File: config.mk
export PLATFORM = sky130hd
export DESIGN_NAME = reg_wr_arbiter
export DESIGN_NICKNAME = d
export VERILOG_FILES = /design/src/rtl/reg_wr_arbiter.sv
export SDC_FILE = /design/constraint.sdc
export NUM_CORES = 1
export LEC_CHECK = 0
export ABC_AREA = 1
export ABC_CLOCK_PERIOD_IN_PS = 1300
export CELL_PAD_IN_SITES_DETAIL_PLACEMENT = 0
export CELL_PAD_IN_SITES_GLOBAL_PLACEMENT = 1
export CORE_ASPECT_RATIO = 1.25
export CORE_MARGIN = 4
export CORE_UTILIZATION = 38
export CTS_BUF_LIST = sky130_fd_sc_hd__clkbuf_16
export DETAILED_ROUTE_END_ITERATION = 16
export DONT_BUFFER_PORTS = 1
export PLACE_DENSITY = 0.82
export SKIP_CTS_REPAIR_TIMING = 1
export SLEW_MARGIN = 10
export SYNTH_ARGS = -nofsm -noshare
export SYNTH_HDL_FRONTEND = slang
export SYNTH_SLANG_ARGS = --single-unit
File: constraint.sdc
create_clock -name clk -period 1.3 [get_ports clk]
set_input_delay 0.26 -clock clk [delete_from_list [all_inputs] [get_ports clk]]
set_output_delay 0.26 -clock clk [all_outputs]
set_load 0.01 [all_outputs]
File: src/rtl/reg_wr_arbiter.sv
// reg_wr_arbiter: round-robin arbiter for two requesters, sequencing each write as setup/strobe/release.
// Optional lock mask (locked writes are refused with err) enabled by REG_WR_ARB_LOCK_EN.
module reg_wr_arbiter #(
    parameter int DW = 8
) (
    input  logic          clk,
    input  logic          rst_n,
    input  logic          req0,
    input  logic [2:0]    addr0,
    input  logic [DW-1:0] data0,
    output logic          ack0,
    input  logic          req1,
    input  logic [2:0]    addr1,
    input  logic [DW-1:0] data1,
    output logic          ack1,
    output logic [2:0]    Addr,
    output logic          WR,
    output logic [DW-1:0] Dout,
    output logic          busy
`ifdef REG_WR_ARB_LOCK_EN
    ,
    input  logic          lock_ld,
    input  logic [7:0]    lock_val,
    output logic          err0,
    output logic          err1
`endif
);
    typedef enum logic [1:0] {IDLE, SETUP, STROBE, RELEASE} state_t;
    state_t state, state_nx;
    logic last, win, win_nx, grant, start, locked;
    logic [2:0] addr_g;
    logic [DW-1:0] data_g;
    always_comb begin
        grant = req1 & (~req0 | ~last);
        addr_g = grant ? addr1 : addr0;
        data_g = grant ? data1 : data0;
        start = (state == IDLE) & (req0 | req1);
        win_nx = start ? grant : win;
        state_nx = state == IDLE   ? (start ? (locked ? RELEASE : SETUP) : IDLE) :
                   state == SETUP  ? STROBE :
                   state == STROBE ? RELEASE : IDLE;
    end
    // outputs are registered from the next state so none depends combinationally on inputs
    always_ff @(posedge clk or negedge rst_n) begin
        if (!rst_n) begin
            state <= IDLE;
            last <= 1'b1;
            win <= 1'b0;
            Addr <= '0;
            Dout <= '0;
            WR <= 1'b0;
            busy <= 1'b0;
            ack0 <= 1'b0;
            ack1 <= 1'b0;
        end else begin
            state <= state_nx;
            win <= win_nx;
            WR <= state_nx == STROBE;
            busy <= state_nx != IDLE;
            ack0 <= (state_nx == RELEASE) & ~win_nx;
            ack1 <= (state_nx == RELEASE) & win_nx;
            if (start) begin
                Addr <= addr_g;
                Dout <= data_g;
            end
            if (state == RELEASE) last <= win;
        end
    end
`ifdef REG_WR_ARB_LOCK_EN
    logic [7:0] mask;
    assign locked = mask[addr_g];
    always_ff @(posedge clk or negedge rst_n) begin
        if (!rst_n) begin
            mask <= '0;
            err0 <= 1'b0;
            err1 <= 1'b0;
        end else begin
            if (lock_ld) mask <= lock_val;
            err0 <= start & locked & ~grant;
            err1 <= start & locked & grant;
        end
    end
`else
    assign locked = 1'b0;
`endif
endmodule

==> results of run 1 <==
==> cell usage after synthesis <==
master | instances | area share [%]
buf_2 | 3 | 1.6
o21ai_0 | 1 | 0.52
dfrtp_1 | 18 | 47
a21oi_1 | 1 | 0.52
ha_1 | 5 | 6.5
nand3b_1 | 12 | 9.4
buf_4 | 2 | 1.6
inv_1 | 16 | 6.2
mux2_2 | 1 | 1.2
o21ai_2 | 1 | 0.91
nor2_1 | 3 | 1.2
nand3_1 | 12 | 6.2
nand2_1 | 38 | 15
dfstp_2 | 1 | 2.7
==> through the flow <==
stage	instances	power, mW	setup WS, ns	utilization, %	cell area [um2]
floorplan	114	1.77	0.0939	-	963
finish	154	2.73	0.0684	46.5	1130
detailed placement	148	2.05	0.0402	42.0	1020
global placement	148	2.02	0.0851	42.0	1020
global route	154	2.97	0.00260	46.5	1130
CTS	152	2.69	0.0110	45.3	1100
==> cells by family after synthesis <==
group,after synthesis,share of synthesized area (%)
simple gates,65,31.6
buf+inv,21,9.35
flops,19,49.5
fa+ha+maj,5,6.49
compound gates,3,1.95
mux,1,1.17
==> cell type report <==
type / count / share of cell area [%]
Clock buffer: 3 / 6.65
Clock inverter: 1 / 0.333
Inverter: 16 / 5.32
Multi-Input combinational cell: 74 / 36.5
Sequential cell: 19 / 42.2
Tap cell: 33 / 3.66
Timing Repair Buffer: 8 / 5.32
==> how the worst max path moves through the flow <==
stage                         from  endpoint  slack (ns)
after global placement    state[0]   Dout[0]        0.09
final                     state[1]   Addr[1]        0.07
after floorplan           state[0]   Addr[2]        0.09
after CTS                 state[0]   Dout[7]        0.01
after detailed placement  state[0]   Dout[3]        0.04
after global routing      state[1]   Dout[7]       0.003
==> power breakdown <==
part	switching [mW]	internal [mW]	leakage, nW
clock network	0.200	0.408	0.0423
logic	0.527	0.423	0.327
registers	0.275	0.899	0.231
total	1.00	1.73	0.600
==> cell usage in the layout, fill, tap and decap left out, types with 3 or more instances in the layout <==
master,n
ha_1,4
nor2_1,3
buf_4,6
clkbuf_16,3
inv_1,16
nand2_1,37
nand3_1,12
nand3b_1,12
dfrtp_1,18
==> registers in the layout (all words and copies together) (netlist names) <==
name   count
WR         1
ack1       1
busy       1
state      2
Addr       3
ack0       1
last       1
win        1
Dout       8
==> worst max-delay path, cell delays in order (launching register included) <==
cell	delay (ns)
dfrtp_1	0.37
inv_1	0.11
ha_4	0.16
inv_1	0.05
nor2_1	0.15
buf_2	0.18
nand3_1	0.09
nand2_1	0.06
==> layer usage <==
metal | vias to the layer above | track usage (%) | routed length, um
li1 | 365 | - | -
met1 | 352 | 15.4 | 838
met2 | 25 | 23.0 | 1170
met3 | 2 | 5.83 | 193
met4 | 0 | 6.71 | 17
met5 | - | 0 | 0
==> summary.md, run 1 <==
| Metric | Value |
|---|---|
| Endpoint type of the worst setup path | flip-flop |
| Worst skew pair latency | 0.25 ns |
| Lkg Pwr | 0.600 nW |
| Critical-path maximum fanout | 5 |
| Nets | 153 |
| Yosys cell types | 14 |
| WP data arrival | 1.42 ns |
| Fin. max-slew vios | 0 |
| Hold Slack | 0.209 ns |
| FILL cells | 266 |
| H-Tree Level Count | 1 |
| Status | finished clean |
| Gpl congestion | 0.845 |
| Clock buffer depth | 2 |
| I/O Buffers | 0 |
| Ant diodes | 0 |
| DRT antenna net count | 0 |
| FF/Latch Area | 477 um2 |
| Synthesized area | 963 um2 |
| Sequential cell area fraction in the yosys report | 49.5% |
| Hold Path End | state[0] |
| GRT Util Overall | 14.1% |
| DP HPWL | 1650 um |
| Critical path required time | 1.49 ns |
| Fin Setup TNS | 0 ns |
| Routed via count | 744 |
| Drc violations | 0 |
| GRT Residual Overflow | 0 |
| Vias in the first global route | 767 |
| First drt pass iteration count | 2 |
| Final Hold Fails | 0 |
| Clock skew | 0.00138 ns |
| Initial DRC Count | 12 |
| Clock slew at reported path FFs | 0.05 ns |
| WS Path Type | reg -> reg |
| # setup viols final | 0 |
| First-pass GRT wire length | 3460 um |
| Area delta synth->final | 17.1% |
| Fin crit share | 94.7% |
| Min-Delay Path Class | in -> reg |
| Slew @ Worst Pin | 0.855 ns |
| CTS Buf Count | 3 |
| Period minus WS final | 1.23 ns |
| Critical Path Source Type | flip-flop |
| FF-to-FF setup slack | 0.07 ns |
| Die Wd | 53.0 um |
| Synth warn | 0 |
| Synth Instances | 114 |
| Pwr/cell area | 2420 nW/um2 |
| Multi-input gate area | 412 um2 |
| Max-cap violations | 0 |
| Final WL | 2220 um |
| Die height | 64.3 um |
| Hold_sp | req1 |
| Io pins | 41 |
| Avg WL per Cell | 14.4 um |
| Register-to-Register Path Depth | 7 |
| Starting Density | 39.7% |
| Maximum VDD drop | 0.00106 V |
| Sink Count | 19 |
| Reg-to-reg endpoint | Addr[1] |
| Max-slew headroom | 42.8% |
| TritonCTS clock tree | built |
| Synthesized area per cell | 8.45 um2 |
| Fmax | 812 MHz |
| Root buf cell | clkbuf_16 |
| Hold Path Depth | 2 |
| FF-to-FF Start | state[1] |
| FP Rows | 20 |
| Largest net degree at the start of global routing | 20 |
| Die area | 3410 um2 |
| Core Area | 2430 um2 |
| Number of vias per cell | 4.83 |
| Initial antenna violation count | 0 |
| RSZ-0062 raised after global routing | no |
| Layout cells sized above 1 | 13.2% |
| Syn nets | 145 |
| #FFs+latches synth | 19 |
Note: power is estimated with default switching activity, not from simulation.
==> run 2, diff against run 1 <==
Settings changed: ABC_CLOCK_PERIOD_IN_PS 1300 to 1370, CORE_UTILIZATION 38 to 42, PLACE_DENSITY 0.82 to 0.86.
Clock period 1.3 ns to 1.37 ns, I/O delays scaled along.
==> run 2 against run 1 <==
Critical path type unchanged. Global-route usage increased by 0.96 points. Clock skew is essentially flat. Fmax down 3.8%. Design area shrank 0.11%. Critical path depth unchanged. Via count is 0.67% lower. Clock-buffer cell count stayed put.
==> summary.md, run 2 (synthesis gave the netlist of run 1 again) <==
| Metric | Value |
|---|---|
| Status | finished clean |
| Fin. max-slew vios | 0 (unchanged) |
| Routed via count | 739 (-0.67%) |
| Crit path max-delay cell type | dfrtp_1 |
| Largest regs | Dout: 8 flops, Addr: 3 flops, state: 2 flops |
| Fmax | 781 MHz (-3.8%) |
| RSZ-0062 raised after global routing | no |
| First drt pass iteration count | 4 (+2) |
| Initial antenna violation count | 0 (unchanged) |
| Avg WL per Cell | 14.6 um (+1.4%) |
| Hold Slack | 0.227 ns (+0.0183 ns) |
| Most common cell after layout, fill and taps aside | nand2_1 |
| CTS Buf Count | 3 (unchanged) |
| Family with the most delay on the worst path | flip-flops |
| Slew @ Worst Pin | 0.868 ns (+0.0129 ns) |
| Maximum VDD drop | 0.000981 V (-7.7%) |
| Vias in the first global route | 722 (-5.9%) |
| Clock buffer depth | 2 (unchanged) |
| Pwr/cell area | 2310 nW/um2 (-4.4%) |
| Area delta synth->final | 17.0% |
| Lkg Pwr | 0.600 nW (about the same) |
| WS Path Type | reg -> reg |
| Worst path bufs/invs | 3 (unchanged) |
| Fin crit share | 93.5% (-1.2 points) |
| Period minus WS final | 1.28 ns (+0.0493 ns) |
| Largest register by flop count | Dout |
| GRT Residual Overflow | 0 (unchanged) |
| Critical-path maximum fanout | 5 (unchanged) |
| Worst skew pair latency | 0.25 ns (about the same) |
| Slowest stage delay, CP | 0.41 ns (+0.04 ns) |
| Starting Density | 44.1% (+4.4 points) |
| Post-placement cell count | 143 (-3.4%) |
| Gpl congestion | 0.722 (-15%) |
| Most Frequent Cell on Critical Path | inv_1 |
| FF-to-FF setup slack | 0.09 ns (+0.02 ns) |
| Final WL | 2220 um (about the same) |
| Sink Count | 19 (unchanged) |
| Critical path required time | 1.56 ns (+0.07 ns) |
| Layout Cells excl Fill | 152 (-1.3%) |
| Switching power | 0.972 mW (-3.0%) |
| Total power | 2.61 mW (-4.5%) |
| WP data arrival | 1.47 ns (+0.05 ns) |
| Min-Delay Path Class | in -> reg |
| Io pins | 41 (unchanged) |
| Die area | 3130 um2 (-8.2%) |
| Critical Path Source Type | flip-flop |
| FP Rows | 19 (-5.0%) |
| DRT antenna net count | 0 (unchanged) |
| Ant diodes | 0 (unchanged) |
| First-pass GRT wire length | 3340 um (-3.4%) |
| Die height | 61.5 um (-4.3%) |
| Cell internal pwr | 1.64 mW (-5.4%) |
| Post-route setup slack | 0.0891 ns (+0.0207 ns) |
| GRT Util Overall | 15.0% (+0.96 points) |
| Layout cells sized above 1 | 13.2% (unchanged) |
| Die Wd | 50.8 um (-4.1%) |
| Dpl ws | 0.0682 ns (+0.0279 ns) |
| Max-cap violations | 0 (unchanged) |
| Fin Setup TNS | 0 ns (unchanged) |
| Root buf cell | clkbuf_16 |
| Sequential Power Share | 43.8% (+0.8 points) |
| Sw frac | 37.2% (+0.57 points) |
| Clock slew at reported path FFs | 0.05 ns (about the same) |
| Largest net degree at the start of global routing | 20 (unchanged) |
| Endpoint type of the worst setup path | flip-flop |
| Nets | 153 (unchanged) |
| Core Area | 2190 um2 (-9.9%) |
| Comb pwr share | 33.6% (-1.1 points) |
| Clock share of power | 22.6% (+0.3 points) |
| TritonCTS clock tree | built |
| Max FFs per register | 8 (unchanged) |
| Max-slew headroom | 42.0% (-0.86 points) |
| I/O Buffers | 0 (unchanged) |
| DP HPWL | 1540 um (-6.7%) |
| Number of vias per cell | 4.86 (+0.63%) |
| Worst-path cell chain | inv_1 -> ha_2 -> inv_1 -> nor2_4 -> buf_4 -> nand3_1 -> nand2_1 |
| Clock skew | 0.00185 ns (+0.000467 ns) |
| Initial DRC Count | 11 (-1) |
| Commonest cells after routing, fill and taps aside | nand2_1 (38), dfrtp_1 (18), inv_1 (16) |
| Final Hold Fails | 0 (unchanged) |
| # setup viols final | 0 (unchanged) |
| H-Tree Level Count | 1 (unchanged) |
| Drc violations | 0 (unchanged) |
| Fin area | 1130 um2 (-0.11%) |
| Utilization after layout | 51.5% (+5.0 points) |
| Post-DP Area | 995 um2 (-2.5%) |
run 2: cell count changes in the layout (fill, tap and decap cells not counted):
cell / change
nand2_1: +1
nand2_2: -1
buf_2: -1
ha_2: +1
buf_6: +1
nor2_1: -1
nor2_4: +1
ha_4: -1
run 2: cell type report:
class | count | area [um2]
clock buffers | 3 | 75.1
clock inverters | 1 | 3.75
fillers | 217 | 1060
inverters | 16 | 60.1
multi-input cells | 74 | 407
flip-flops and latches | 19 | 477
well taps | 31 | 38.8
repair buffers | 8 | 66.3
run 2: worst register-to-register path, cell delays in order (launching register included):
cell,delay [ns]
dfrtp_1,0.41
inv_1,0.10
ha_2,0.21
inv_1,0.09
nor2_4,0.13
buf_4,0.15
nand3_1,0.08
nand2_1,0.06
run 2: per-layer routing:
layer	GRT usage, %	wire (um)
met2	25.2	1140
met3	4.12	129
met5	0	0
met4	10.4	66
met1	16.8	885
run 2: final timing paths:
path                           from  endpoint  cells past startpoint
max reg2reg                state[1]   Dout[3]                      7
min                            req1      ack1                      2
min reg2reg                     win      last                      1
max in group asynchronous     rst_n      busy                      1
min in group asynchronous     rst_n   Addr[2]                      1
max                        state[1]   Dout[3]                      7
run 2: power groups by stage:
stage | Sequential (mW) | Combinational [mW] | Clock [mW]
2_1_floorplan | 1.09 | 0.593 | 0
3_3_place_gp | 1.14 | 0.711 | 0
3_5_place_dp | 1.15 | 0.737 | 0
4_1_cts | 1.15 | 0.746 | 0.602
5_1_grt | 1.18 | 1.01 | 0.613
6_report | 1.14 | 0.878 | 0.590
==> run 3, diff against run 2 <==
Settings changed: CELL_PAD_IN_SITES_DETAIL_PLACEMENT 0 to not set, CELL_PAD_IN_SITES_GLOBAL_PLACEMENT 1 to not set, CORE_UTILIZATION 42 to 51, PLACE_DENSITY 0.86 to 0.77.
==> run 3 against run 2 <==
Critical path depth is the same. Core utilization grew 9.2 points. Register-to-register slack is essentially flat. Clock power shrank 0.8%. Global-route usage grew 2.3 points. Largest cell class unchanged. Largest power group unchanged. Highest routed layer unchanged.
==> summary.md, run 3 (synthesis gave the netlist of run 1 again) <==
| Metric | Value |
|---|---|
| Largest register by flop count | Dout |
| Clock slew at reported path FFs | 0.05 ns (about the same) |
| Root buf cell | clkbuf_16 |
| Post-route setup slack | 0.0826 ns (-0.00653 ns) |
| CTS Buf Count | 3 (unchanged) |
| # setup viols final | 0 (unchanged) |
| Critical Path Source Type | flip-flop |
| Fin area | 1080 um2 (-3.8%) |
| Commonest cells after routing, fill and taps aside | nand2_1 (38), dfrtp_1 (18), inv_1 (15) |
| Maximum VDD drop | 0.00109 V (+11%) |
| Gpl congestion | 0.761 (+5.5%) |
| Hold Slack | 0.221 ns (-0.00578 ns) |
| Worst setup path startpoint | state[0] |
| Number of vias per cell | 5.44 (+12%) |
| Period minus WS final | 1.29 ns (+0.00653 ns) |
| Die area | 2650 um2 (-15%) |
| Sink Count | 19 (unchanged) |
| Clock buffer depth | 2 (unchanged) |
| Pwr/cell area | 2320 nW/um2 (+0.25%) |
| Fmax | 777 MHz (-0.51%) |
| H-Tree Level Count | 1 (unchanged) |
| Critical-path maximum fanout | 11 (+6) |
| Final WL | 1990 um (-10%) |
| Area delta synth->final | 12.6% |
| FF-to-FF Start | state[0] |
| Drc violations | 0 (unchanged) |
| Vias in the first global route | 755 (+4.6%) |
| Initial antenna violation count | 0 (unchanged) |
| Final Hold Fails | 0 (unchanged) |
| Max-slew headroom | 46.1% (+4.1 points) |
| TritonCTS clock tree | built |
| Initial DRC Count | 11 (unchanged) |
| CP endpoint | Dout[2] |
| Register-to-Register Path Depth | 7 (unchanged) |
| Reg-to-reg endpoint | Dout[2] |
| Critical path required time | 1.56 ns (about the same) |
| Slew @ Worst Pin | 0.806 ns (-0.0613 ns) |
| Largest regs | Dout: 8 flops, Addr: 3 flops, state: 2 flops |
| Min-Delay Path Class | in -> reg |
| Nets | 148 (-3.3%) |
| GRT Residual Overflow | 0 (unchanged) |
| Lkg Pwr | 0.577 nW (-3.8%) |
| Routed via count | 734 (-0.68%) |
| FP Rows | 17 (-2) |
| Starting Density | 53.9% (+9.9 points) |
| FF-to-FF setup slack | 0.08 ns (about the same) |
| Max FFs per register | 8 (unchanged) |
| First drt pass iteration count | 4 (unchanged) |
| Largest net degree at the start of global routing | 20 (unchanged) |
| DP HPWL | 1430 um (-7.0%) |
| Die Wd | 46.9 um (-7.8%) |
| I/O Buffers | 0 (unchanged) |
| Endpoint type of the worst setup path | flip-flop |
| Dpl ws | 0.00854 ns (-0.0596 ns) |
| Clock skew | 0.00147 ns (-0.000375 ns) |
| Avg WL per Cell | 14.8 um (+1.0%) |
| WS Path Type | reg -> reg |
| DRT antenna net count | 0 (unchanged) |
| Fin crit share | 94.0% (+0.48 points) |
| Fin. max-slew vios | 0 (unchanged) |
| First-pass GRT wire length | 3330 um (-0.21%) |
| Post-DP Area | 972 um2 (-2.3%) |
| Status | finished clean |
| Max-cap violations | 0 (unchanged) |
| WP data arrival | 1.48 ns (about the same) |
| Io pins | 41 (unchanged) |
| Layout cells sized above 1 | 9.48% (-3.7 points) |
| Ant diodes | 0 (unchanged) |
| Utilization after layout | 60.7% (+9.2 points) |
| GRT Util Overall | 17.4% (+2.3 points) |
| Core Area | 1790 um2 (-18%) |
| Die height | 56.6 um (-8.0%) |
| Worst skew pair latency | 0.25 ns (about the same) |
| Fin Setup TNS | 0 ns (unchanged) |
| Most common cell after layout, fill and taps aside | nand2_1 |
[run 3: cell types whose count changed in the layout (fill, tap and decap cells not counted), sizes merged]
cell and change:
buf -5
[run 3: metal layers]
metal | share of wire, % | GRT usage (%) | wire length, um | vias to the layer above
met5 | 0 | 0 | 0 | -
met4 | 1.7 | 7.11 | 34 | 0
met3 | 11 | 8.01 | 227 | 5
met2 | 49 | 26.8 | 981 | 38
met1 | 38 | 20.2 | 748 | 330
li1 | - | - | - | 361
[run 3: critical path: stages (launching register included)]
cell and delay, ns:
dfrtp_1 0.41, inv_2 0.11, ha_4 0.17, inv_1 0.06
nor2_1 0.16, buf_6 0.17, nand3_1 0.09, nand2_1 0.06
[run 3: how the worst min path moves through the flow]
stage	cells after the start	slack [ns]	from	to
2_1_floorplan	0	-0.02	rst_n	Addr[0]
3_3_place_gp	0	-0.02	rst_n	Dout[7]
3_5_place_dp	0	-0.02	rst_n	Dout[7]
4_1_cts	0	-0.28	rst_n	Dout[6]
5_1_grt	2	0.23	req1	ack1
6_report	2	0.22	req1	ack1
[run 3: area by class of cell]
class | instances | area [um2]
clock buffer | 3 | 75.1
timing repair buffer | 3 | 28.8
fill | 161 | 702
inverter | 16 | 60.1
clock inverter | 1 | 3.75
tap | 19 | 23.8
sequential | 19 | 477
multi-input combinational | 74 | 417
[run 3: per-stage QoR]
step | instances | power [mW]
after floorplan | 114 | 1.68
after global placement | 130 | 1.82
after detailed placement | 130 | 1.85
after CTS | 134 | 2.44
after global routing | 135 | 2.71
final | 135 | 2.52
[run 3: power by group]
part	total (mW)	switching [mW]	internal, mW
clock	0.585	0.197	0.388
sequential	1.13	0.279	0.853
combinational	0.799	0.457	0.342
